==> config.mk <==
export PLATFORM = sky130hd
export DESIGN_NAME = mult16_mac_accum
export DESIGN_NICKNAME = d
export VERILOG_FILES = /design/src/rtl/mult16_mac_pkg.sv /design/src/rtl/mult16_mac_add.sv /design/src/rtl/mult16_mac_accum.sv
export SDC_FILE = /design/constraint.sdc
export NUM_CORES = 1
export LEC_CHECK = 0
export ABC_CLOCK_PERIOD_IN_PS = 4300
export CORE_MARGIN = 1.5
export CORE_UTILIZATION = 56
export CTS_BUF_LIST = sky130_fd_sc_hd__clkbuf_4 sky130_fd_sc_hd__clkbuf_8
export DETAILED_ROUTE_END_ITERATION = 10
export PLACE_DENSITY = 0.94
export SYNTH_ARGS = -nofsm -noshare
export SYNTH_HDL_FRONTEND = slang
export SYNTH_SLANG_ARGS = --single-unit
==> constraint.sdc <==
create_clock -name clk -period 4.3 [get_ports clk]
set_clock_uncertainty 0.1 [all_clocks]
set_input_delay 0.43 -clock clk [delete_from_list [all_inputs] [get_ports clk]]
set_output_delay 0.43 -clock clk [all_outputs]
set_load 0.005 [all_outputs]
==> src/rtl/mult16_mac_pkg.sv <==
// mult16_mac_pkg: shared widths and FSM state type for the multiplier MAC accumulator.
package mult16_mac_pkg;
  localparam int PROD_W    = 32;
  localparam int ACC_W_DEF = 40;
  localparam int CNT_W_DEF = 8;
  typedef enum logic [1:0] {IDLE, ACCUM, HOLD} mac_state_t;
endpackage

==> src/rtl/mult16_mac_add.sv <==
// mult16_mac_add: ACC_W-bit accumulate adder with carry out.
// Define MULT16_MAC_SAT_EN to clamp the sum to all-ones on overflow instead of wrapping.
module mult16_mac_add
  import mult16_mac_pkg::*;
#(
  parameter int ACC_W = ACC_W_DEF
) (
  input  logic [ACC_W-1:0]  a,
  input  logic [PROD_W-1:0] b,
  output logic [ACC_W-1:0]  sum,
  output logic              carry
);
  logic [ACC_W:0] wide;
  assign wide  = {1'b0, a} + {{(ACC_W + 1 - PROD_W){1'b0}}, b};
  assign carry = wide[ACC_W];
`ifdef MULT16_MAC_SAT_EN
  assign sum = carry ? {ACC_W{1'b1}} : wide[ACC_W-1:0];
`else
  assign sum = wide[ACC_W-1:0];
`endif
endmodule

==> src/rtl/mult16_mac_accum.sv <==
// mult16_mac_accum: accumulates a valid/ready stream of 32-bit products into a dot-product sum.
// Saturating accumulation is selected by MULT16_MAC_SAT_EN (see mult16_mac_add).
module mult16_mac_accum
  import mult16_mac_pkg::*;
#(
  parameter int ACC_W = ACC_W_DEF,
  parameter int CNT_W = CNT_W_DEF
) (
  input  logic              clk,
  input  logic              rst_n,
  input  logic              in_valid,
  output logic              in_ready,
  input  logic [PROD_W-1:0] product,
  input  logic              in_last,
  input  logic              clear,
  output logic              out_valid,
  input  logic              out_ready,
  output logic [ACC_W-1:0]  acc_data,
  output logic [CNT_W-1:0]  term_cnt,
  output logic              acc_ovf
);
  mac_state_t       state, state_nxt;
  logic [ACC_W-1:0] sum;
  logic             carry, take, flush;
  mult16_mac_add #(.ACC_W(ACC_W)) u_add (
    .a    (acc_data),
    .b    (product),
    .sum  (sum),
    .carry(carry)
  );
  assign in_ready  = state != HOLD;
  assign out_valid = state == HOLD;
  assign take      = in_valid && in_ready && !clear;
  assign flush     = clear || (out_valid && out_ready);
  always_comb begin
    state_nxt = state;
    if (flush) state_nxt = IDLE;
    else if (take) state_nxt = in_last ? HOLD : ACCUM;
  end
  always_ff @(posedge clk or negedge rst_n) begin
    if (!rst_n) state <= IDLE;
    else state <= state_nxt;
  end
  // clear wins over a same-cycle beat; a completed handshake also empties the sum
  always_ff @(posedge clk or negedge rst_n) begin
    if (!rst_n) begin
      acc_data <= '0;
      term_cnt <= '0;
      acc_ovf  <= 1'b0;
    end else if (flush) begin
      acc_data <= '0;
      term_cnt <= '0;
      acc_ovf  <= 1'b0;
    end else if (take) begin
      acc_data <= sum;
      term_cnt <= (&term_cnt) ? term_cnt : term_cnt + 1'b1;
      acc_ovf  <= acc_ovf | carry;
    end
  end
endmodule
* After elaboration in Yosys (flattened, before gate mapping)
Index checks and enable logic that the tools add are counted.
Word-level totals: logic and storage cells 28, flip-flop bits (word level) 51, output and inout bits 51, memories kept 0, bits in latches 0, RAM bits 0, bits in read-only memories 0
Operators by class: $lt $le $gt $ge 0, $add $sub $neg 2, equal/unequal tests 3, bitwise operators 1, multipliers 0, muxes and demuxes 10, shifts and indexed selects 0, divide/modulo/power cells 0, reductions and logical operators 8
Operator list (number):
- 40-bit 2-to-1 mux | 2
- 40-bit by 32-bit adder with 41-bit output | 1
- 8-bit 2-to-1 mux | 3
- 8-bit by 1-bit adder with 8-bit output, second input constant | 1
- 8-bit AND reduction | 1
- 2-bit 2-to-1 mux | 3
- 2-bit != test, second input constant | 2
- 1-bit logical AND | 3
- 2-bit equality test, second input constant | 1
- 1-bit 2-to-1 mux | 2
- 2-bit AND reduction | 1
- 2-bit nonzero test | 1
- 1-bit logical NOT | 1
- 1-bit logical OR | 1
- 1-bit bitwise OR | 1

* Longest topological paths before layout
Gate-level depths: netlist of run 1.
word-level depth 5, depth in mapped cells 11, depth with buffers taken out 11

* By module
A second synthesis of run 1 with hierarchy kept.
Second synthesis, totals: cell total of the unflattened synthesis 576, area total of the unflattened synthesis 4544.4 um^2
Modules (own cells, without submodules):
- mult16_mac_add | area an instance 2376.0 um^2, seq. area each 0.0 um^2, times used 1, cells each 342
- mult16_mac_accum | area an instance 2168.3 um^2, seq. area each 1276.2 um^2, times used 1, cells each 234

* Least setup slack after synthesis of run 1
OpenSTA, ideal clock, no wires.
kind input -> register, start in product[0], end reg acc_data[38], data arrival time 2.671 ns, required time 4.068 ns, path slack 1.397 ns, setup time 0.132 ns, stages 11, cell sequence ha_1 fa_1 a211oi_1 o21bai_1 a211o_1 a211oi_2 a2bb2oi_1 nand2_1 a21oi_1 or3_1 a21oi_1
On the way: cells in the longest elaborated chain, start to end 3
Ends and longest elaborated chain:
- start, declared | line mult16_mac_accum.sv:13 | input logic [PROD_W-1:0] product,
- 40-bit by 32-bit adder with 41-bit output | line mult16_mac_add.sv:14 | assign wide = {1'b0, a} + {{(ACC_W + 1 - PROD_W){1'b0}}, b};
- 40-bit 2-to-1 mux | line mult16_mac_accum.sv:54 | end else if (take) begin
- 40-bit 2-to-1 mux | line mult16_mac_accum.sv:50 | end else if (flush) begin
- end signal, assigned | line mult16_mac_accum.sv:55 | acc_data <= sum;
- end, declared | line mult16_mac_accum.sv:18 | output logic [ACC_W-1:0] acc_data,
Every way passes these cells. The select of a mux whose other input is x is not followed. A chain may end at the register's enable or synchronous reset.

* Worst setup path in the final report of run 1
start in product[0], end reg acc_data[32]
Same word-level chain as after synthesis.

==> results of run 1 <==
[flip-flops by register name, summed over array words and instances (netlist names)]
| signal | cells |
|---|---|
| state | 2 |
| term_cnt | 8 |
| acc_ovf | 1 |
| acc_data | 40 |
[through the flow]
stage               setup WS, ns  std cells  utilization, %  area (um2)  power (mW)
floorplan                   1.40        465               -        3840        1.01
global placement           0.648        618            73.6        4780        1.24
detailed placement         0.609        618            73.6        4780        1.27
CTS                        0.930        626            75.4        4890        1.62
global route               0.705        626            75.4        4890        1.73
finish                     0.834        626            75.4        4890        1.63
[worst min path at each step]
stage	start	endpoint	depth (start not counted)
CTS	rst_n	acc_data[11]	2
global route	rst_n	acc_data[11]	2
floorplan	rst_n	acc_data[0]	0
detailed placement	acc_ovf	acc_ovf	2
global placement	acc_data[18]	acc_data[18]	2
finish	rst_n	acc_data[11]	2
[routing by layer]
layer | track usage (%) | routed length [um] | vias up
met1 | 36.5 | 4380 | 1839
met5 | 0 | 0 | -
met2 | 52.3 | 5240 | 161
li1 | - | - | 1848
met4 | 7.92 | 168 | 0
met3 | 5.49 | 777 | 25
[area by class of cell]
cell class,count,area (um2)
multi-input combinational,393,2490
fill,486,1600
sequential,51,1280
timing repair buffer,90,891
tap,77,96.3
clock buffer,6,82.6
clock inverter,2,35.0
inverter,7,26.3
[cells by family after synthesis]
logic type      Yosys count  share of synthesized area [%]
buf+inv                  21                           2.05
simple gates            168                           19.8
flops                    51                           33.2
compound gates          155                           25.4
mux                       1                          0.261
xor+xnor                 35                           7.98
fa+ha+maj                34                           11.3
[where the power goes]
| group | internal, mW | switching [mW] | total [mW] |
|---|---|---|---|
| Clock | 0.189 | 0.169 | 0.358 |
| Combinational | 0.322 | 0.378 | 0.700 |
| Sequential | 0.527 | 0.0449 | 0.572 |
[synthesized netlist by cell type, drive strengths merged (3+ instances only)]
| master | instances | share of area, % |
|---|---|---|
| and2 | 4 | 0.68 |
| a22o | 5 | 1.2 |
| nand3 | 9 | 1.2 |
| a21oi | 43 | 5.7 |
| nor2 | 40 | 3.9 |
| o21bai | 5 | 0.98 |
| or3 | 8 | 1.3 |
| a211oi | 9 | 2.0 |
| clkbuf | 13 | 1.3 |
| xor2 | 19 | 4.3 |
| nand2b | 4 | 0.65 |
| xnor2 | 16 | 3.6 |
| nor4 | 4 | 0.65 |
| dfrtp | 51 | 33 |
| nand2 | 73 | 7.2 |
| nand4 | 11 | 1.8 |
| o211ai | 5 | 0.98 |
| o21ai | 57 | 7.5 |
| nor2b | 4 | 0.65 |
| a21o | 11 | 2.2 |
| or2 | 3 | 0.49 |
| ha | 33 | 11 |
| inv | 7 | 0.68 |
| nor3 | 3 | 0.39 |
| o21a | 3 | 0.59 |
==> run_results.csv, run 1 <==
group,metric,value,unit
global_routing,grt_util_all_layers,29.4,%
global_routing,overflow,0,
place,dp_hpwl,7.85,mm
global_routing,grt_pass1_vias,3872,
timing,max_freq,289,MHz
logic_synthesis,synth_area,3840,um2
place,io_buffers,88,
clocking,root_buffer,"clkbuf_8",
timing,finalCriticalPeriod,3.47,ns
clocking,cts_sinks,51,
routing,ant_nets,0,
worst_setup_path,cp_cell_sequence,"clkdlybuf4s50_1, ha_1, fa_1, a211oi_1, nor2_1, a2111oi_0, or3_1, o2111ai_1, nand2_1, nor2_1, xnor2_1, nor2_1",
floorplan,fp.dieArea,7360,um2
logic_synthesis,ys_seq_elements,51,
worst_setup_path,startpoint,"product[0]",
finish,syn2layout_area_growth,27.5,%
routing,vias_per_cell,6.19,
floorplan,dieWidth,85.8,um
routing,drt_iter0_drc,282,
clocking,post_cts_buffers,0,
clocking,path_clk_slew,0.10,ns
clocking,postCtsHoldBufs,0,
routing,wl_per_cell,16.9,um
worst_setup_path,worstSetupEndpoint,"acc_data[32]",
routing,vias,3873,
clocking,cts_htree_levels,2,
clocking,cts_resized,0,
timing,max_slew_margin,30.3,%
finish,drive_above_1_share,4.55,%
finish,mostFrequentLayoutCell,"clkdlybuf4s50_1",
finish,final_nets,620,
logic_synthesis,ys_async_sr_fraction,100,%
logic_synthesis,synth-main-ff-cell,"dfrtp_1",
logic_synthesis,synth_edf_count,0,
floorplan,io_pins,89,
worst_setup_path,worstPathRequired,4.37,ns
logic_synthesis,synth_warnings,0,
logic_synthesis,synth_cells,465,
worst_setup_path,rrSetupSlack,0.98,ns
timing,fin_tns_setup,0,ns
clocking,cts_made_buffers,5,
worst_setup_path,cp_num_buf_inv,1,
power,powerDensity,333,nW/um2
timing,rsz0062_at_grt,"no",
worst_setup_path,critPathMaxFanout,3,
logic_synthesis,synth.yosys.seq_area_share,33.2,%
worst_setup_path,startpoint_type,"input port",
worst_setup_path,endpoint_kind,"register",
logic_synthesis,avgSynthCellArea,8.26,um2
floorplan,start_util,59.1,%
worst_setup_path,crit_cells,12,
finish,n_antenna_cell,0,
worst_setup_path,cpMostUsedCell,"nor2_1",
global_routing,grt_max_degree,52,
global_routing,antenna_found_initial,0,
power,p_leak,2.08,nW
routing,wirelength,10.6,mm
floorplan,row_count,29,
worst_setup_path,regToRegEndpoint,"acc_data[32]",
worst_hold_path,hp-class,"in2async",
logic_synthesis,postSynthNetCount,537,
logic_synthesis,synth_cell_types,54,
clocking,clock_tree.buffer_depth,2,
worst_setup_path,r2r_cells,11,
timing,tightestPinTransition,1.05,ns
clocking,cts_tree,"built",
worst_setup_path,slowest_delay,0.76,ns
timing,setup_viol,0,
place,gp_congestion,0.926,
run,drv_cap,0,
timing,hold_viol,0,
timing,maxSlewViolCount,0,
routing,dr.pass1.iters,4,
worst_setup_path,crit_family,"compound AO/OA/AOI/OAI gates",
floorplan,coreArea,6490,um2
routing,drc_errors,0,
floorplan,fp.dieH,85.8,um
worst_setup_path,reg2reg_from,"acc_data[0]",
status,status,"complete, no violations",
worst_setup_path,timing_worst_setup_path_type,"in2reg",
clocking,clk_latency,0.30,ns
power,vdd_drop_max,0.186,mV
timing,timing.hold.ws,0.142,ns
timing,post-route-period-util,80.6,%
worst_setup_path,crit_arrival,3.54,ns
global_routing,grt_pass1_wl,17.6,mm
finish,most-common-layout-cells,"clkdlybuf4s50_1, nand2_1, dfrtp_1",
worst_setup_path,cpMaxStageDelayCell,"a2111oi_0",
No activity file was read; power rests on OpenSTA's default activity.
==> run 2: changes to the inputs <==
ABC_CLOCK_PERIOD_IN_PS = 3100   (was 4300)
CORE_UTILIZATION = 47   (was 56)
PLACE_DENSITY = 0.85   (was 0.94)
clock period = 3.1 ns   (was 4.3 ns; I/O delays follow)
==> run_results.csv, run 2 (synthesized netlist as in run 1, its figures left out) <==
group,metric,value,unit
worst_setup_path,crit_cells,11,
floorplan,start_util,49.2,%
finish,n_antenna_cell,0,
place,placed_area,5100,um2
worst_setup_path,startpoint_type,"input port",
place,post-place-ws,-0.151,ns
worst_setup_path,cpMaxStageDelayCell,"clkdlybuf4s50_1",
worst_setup_path,cp_num_buf_inv,1,
clocking,cts_made_buffers,5,
global_routing,antenna_found_initial,0,
timing,tightestPinTransition,0.800,ns
finish,regMostFlops,"acc_data",
timing,hold_viol,15,
routing,drt_iter0_drc,216,
finish,design_area,5210,um2
finish,mostFrequentLayoutCell,"clkdlybuf4s50_1",
timing,finalCriticalPeriod,2.93,ns
routing,ant_nets,0,
worst_setup_path,reg2reg_from,"acc_data[10]",
finish,largestRegisters,"acc_data (40), term_cnt (8), state (2)",
finish,largest_register_ffs,40,
routing,wl_per_cell,15.6,um
floorplan,row_count,32,
timing,fin_tns_setup,0,ns
worst_setup_path,slowest_delay,0.46,ns
floorplan,coreArea,7810,um2
run,drv_cap,0,
worst_setup_path,crit_arrival,3.06,ns
worst_setup_path,crit_family,"compound AO/OA/AOI/OAI gates",
clocking,cts_resized,0,
global_routing,overflow,0,
timing,post-route-period-util,94.5,%
finish,most-common-layout-cells,"clkdlybuf4s50_1, nand2_1, dfrtp_1",
worst_setup_path,rrSetupSlack,0.21,ns
clocking,cts_htree_levels,2,
global_routing,grt_max_degree,34,
clocking,clk_latency,0.30,ns
timing,timing.hold.ws,-0.0245,ns
worst_setup_path,timing_worst_setup_path_type,"in2reg",
power,vdd_drop_max,0.221,mV
floorplan,dieWidth,93.4,um
power,powerDensity,442,nW/um2
status,violations,"negative hold slack",
global_routing,grt_pass1_vias,3968,
timing,max_freq,341,MHz
routing,drc_errors,0,
clocking,postCtsHoldBufs,0,
power,power,2.30,mW
floorplan,io_pins,89,
worst_setup_path,r2r_cells,10,
floorplan,fp.dieH,93.4,um
floorplan,fp.dieArea,8720,um2
global_routing,grt_util_all_layers,25.6,%
clocking,cts_tree,"built",
timing,maxSlewViolCount,0,
place,dp_hpwl,8.23,mm
clocking,cts_sinks,51,
worst_setup_path,regToRegEndpoint,"acc_data[37]",
routing,wirelength,10.7,mm
place,gp_congestion,0.912,
worst_hold_path,hp-class,"in2async",
status,status,"finished with violations",
clocking,post_cts_buffers,0,
worst_setup_path,critPathMaxFanout,4,
finish,drive_above_1_share,11.1,%
routing,vias,3954,
clocking,path_clk_slew,0.10,ns
finish,final_nets,659,
global_routing,grt_pass1_wl,18.0,mm
worst_setup_path,worstPathRequired,3.23,ns
finish,regArea,1280,um2
finish,final-instance-count-excl-fill,690,
timing,max_slew_margin,46.7,%
finish,final_util,66.7,%
timing,setup_viol,0,
clocking,root_buffer,"clkbuf_8",
finish,syn2layout_area_growth,35.7,%
finish,multi_input_area,2490,um2
timing,setup_slack,0.171,ns
routing,vias_per_cell,5.73,
finish,final.fill_count,649,
place,numPlacedInstances,682,
routing,dr.pass1.iters,7,
clocking,clock_tree.buffer_depth,2,
power,p_leak,2.25,nW
worst_setup_path,endpoint_kind,"register",
worst_setup_path,cp_cell_sequence,"clkdlybuf4s50_1, ha_1, o211ai_1, nor2_1, o31ai_2, a21bo_1, a2111oi_4, o21ai_2, o31a_1, or3_1, a21oi_1",
place,io_buffers,88,
run 2: report_power, final:
| part | internal, mW | switching, mW | total [mW] |
|---|---|---|---|
| Sequential | 0.731 | 0.0620 | 0.793 |
| Clock | 0.204 | 0.227 | 0.431 |
| Combinational | 0.542 | 0.535 | 1.08 |
run 2: per-layer routing:
metal	GRT usage, %	wire length (um)	part of all wire (%)	vias to the layer above
li1	-	-	-	1918
met4	8.08	160	1.5	0
met1	33.3	4660	43	1845
met2	44.1	5210	49	169
met3	3.09	710	6.6	22
met5	0	0	0	-
run 2: how the worst max path moves through the flow:
stage                        end        start
floorplan           acc_data[38]  acc_data[0]
global placement    acc_data[32]   product[0]
detailed placement  acc_data[32]   product[0]
CTS                 acc_data[32]   product[0]
global route        acc_data[38]   product[0]
finish              acc_data[37]   product[6]
run 2: layout make-up:
type | count | area share (%)
clock buffers | 7 | 1.85
clock inverters | 1 | 0.144
inverters | 7 | 0.504
multi-input cells | 393 | 47.9
flip-flops and latches | 51 | 24.5
well taps | 102 | 2.45
repair buffers | 129 | 22.7
run 2: worst reg2reg max path, cell delays in order (launching register included):
cell and delay, ns:
dfrtp_1 0.41, ha_1 0.35, nand2_2 0.08, a211oi_2 0.22, and2b_1 0.15, a21bo_1 0.23, a2111oi_4 0.39, o21ai_2 0.14
o31a_1 0.28, or3_1 0.32, a21oi_1 0.14
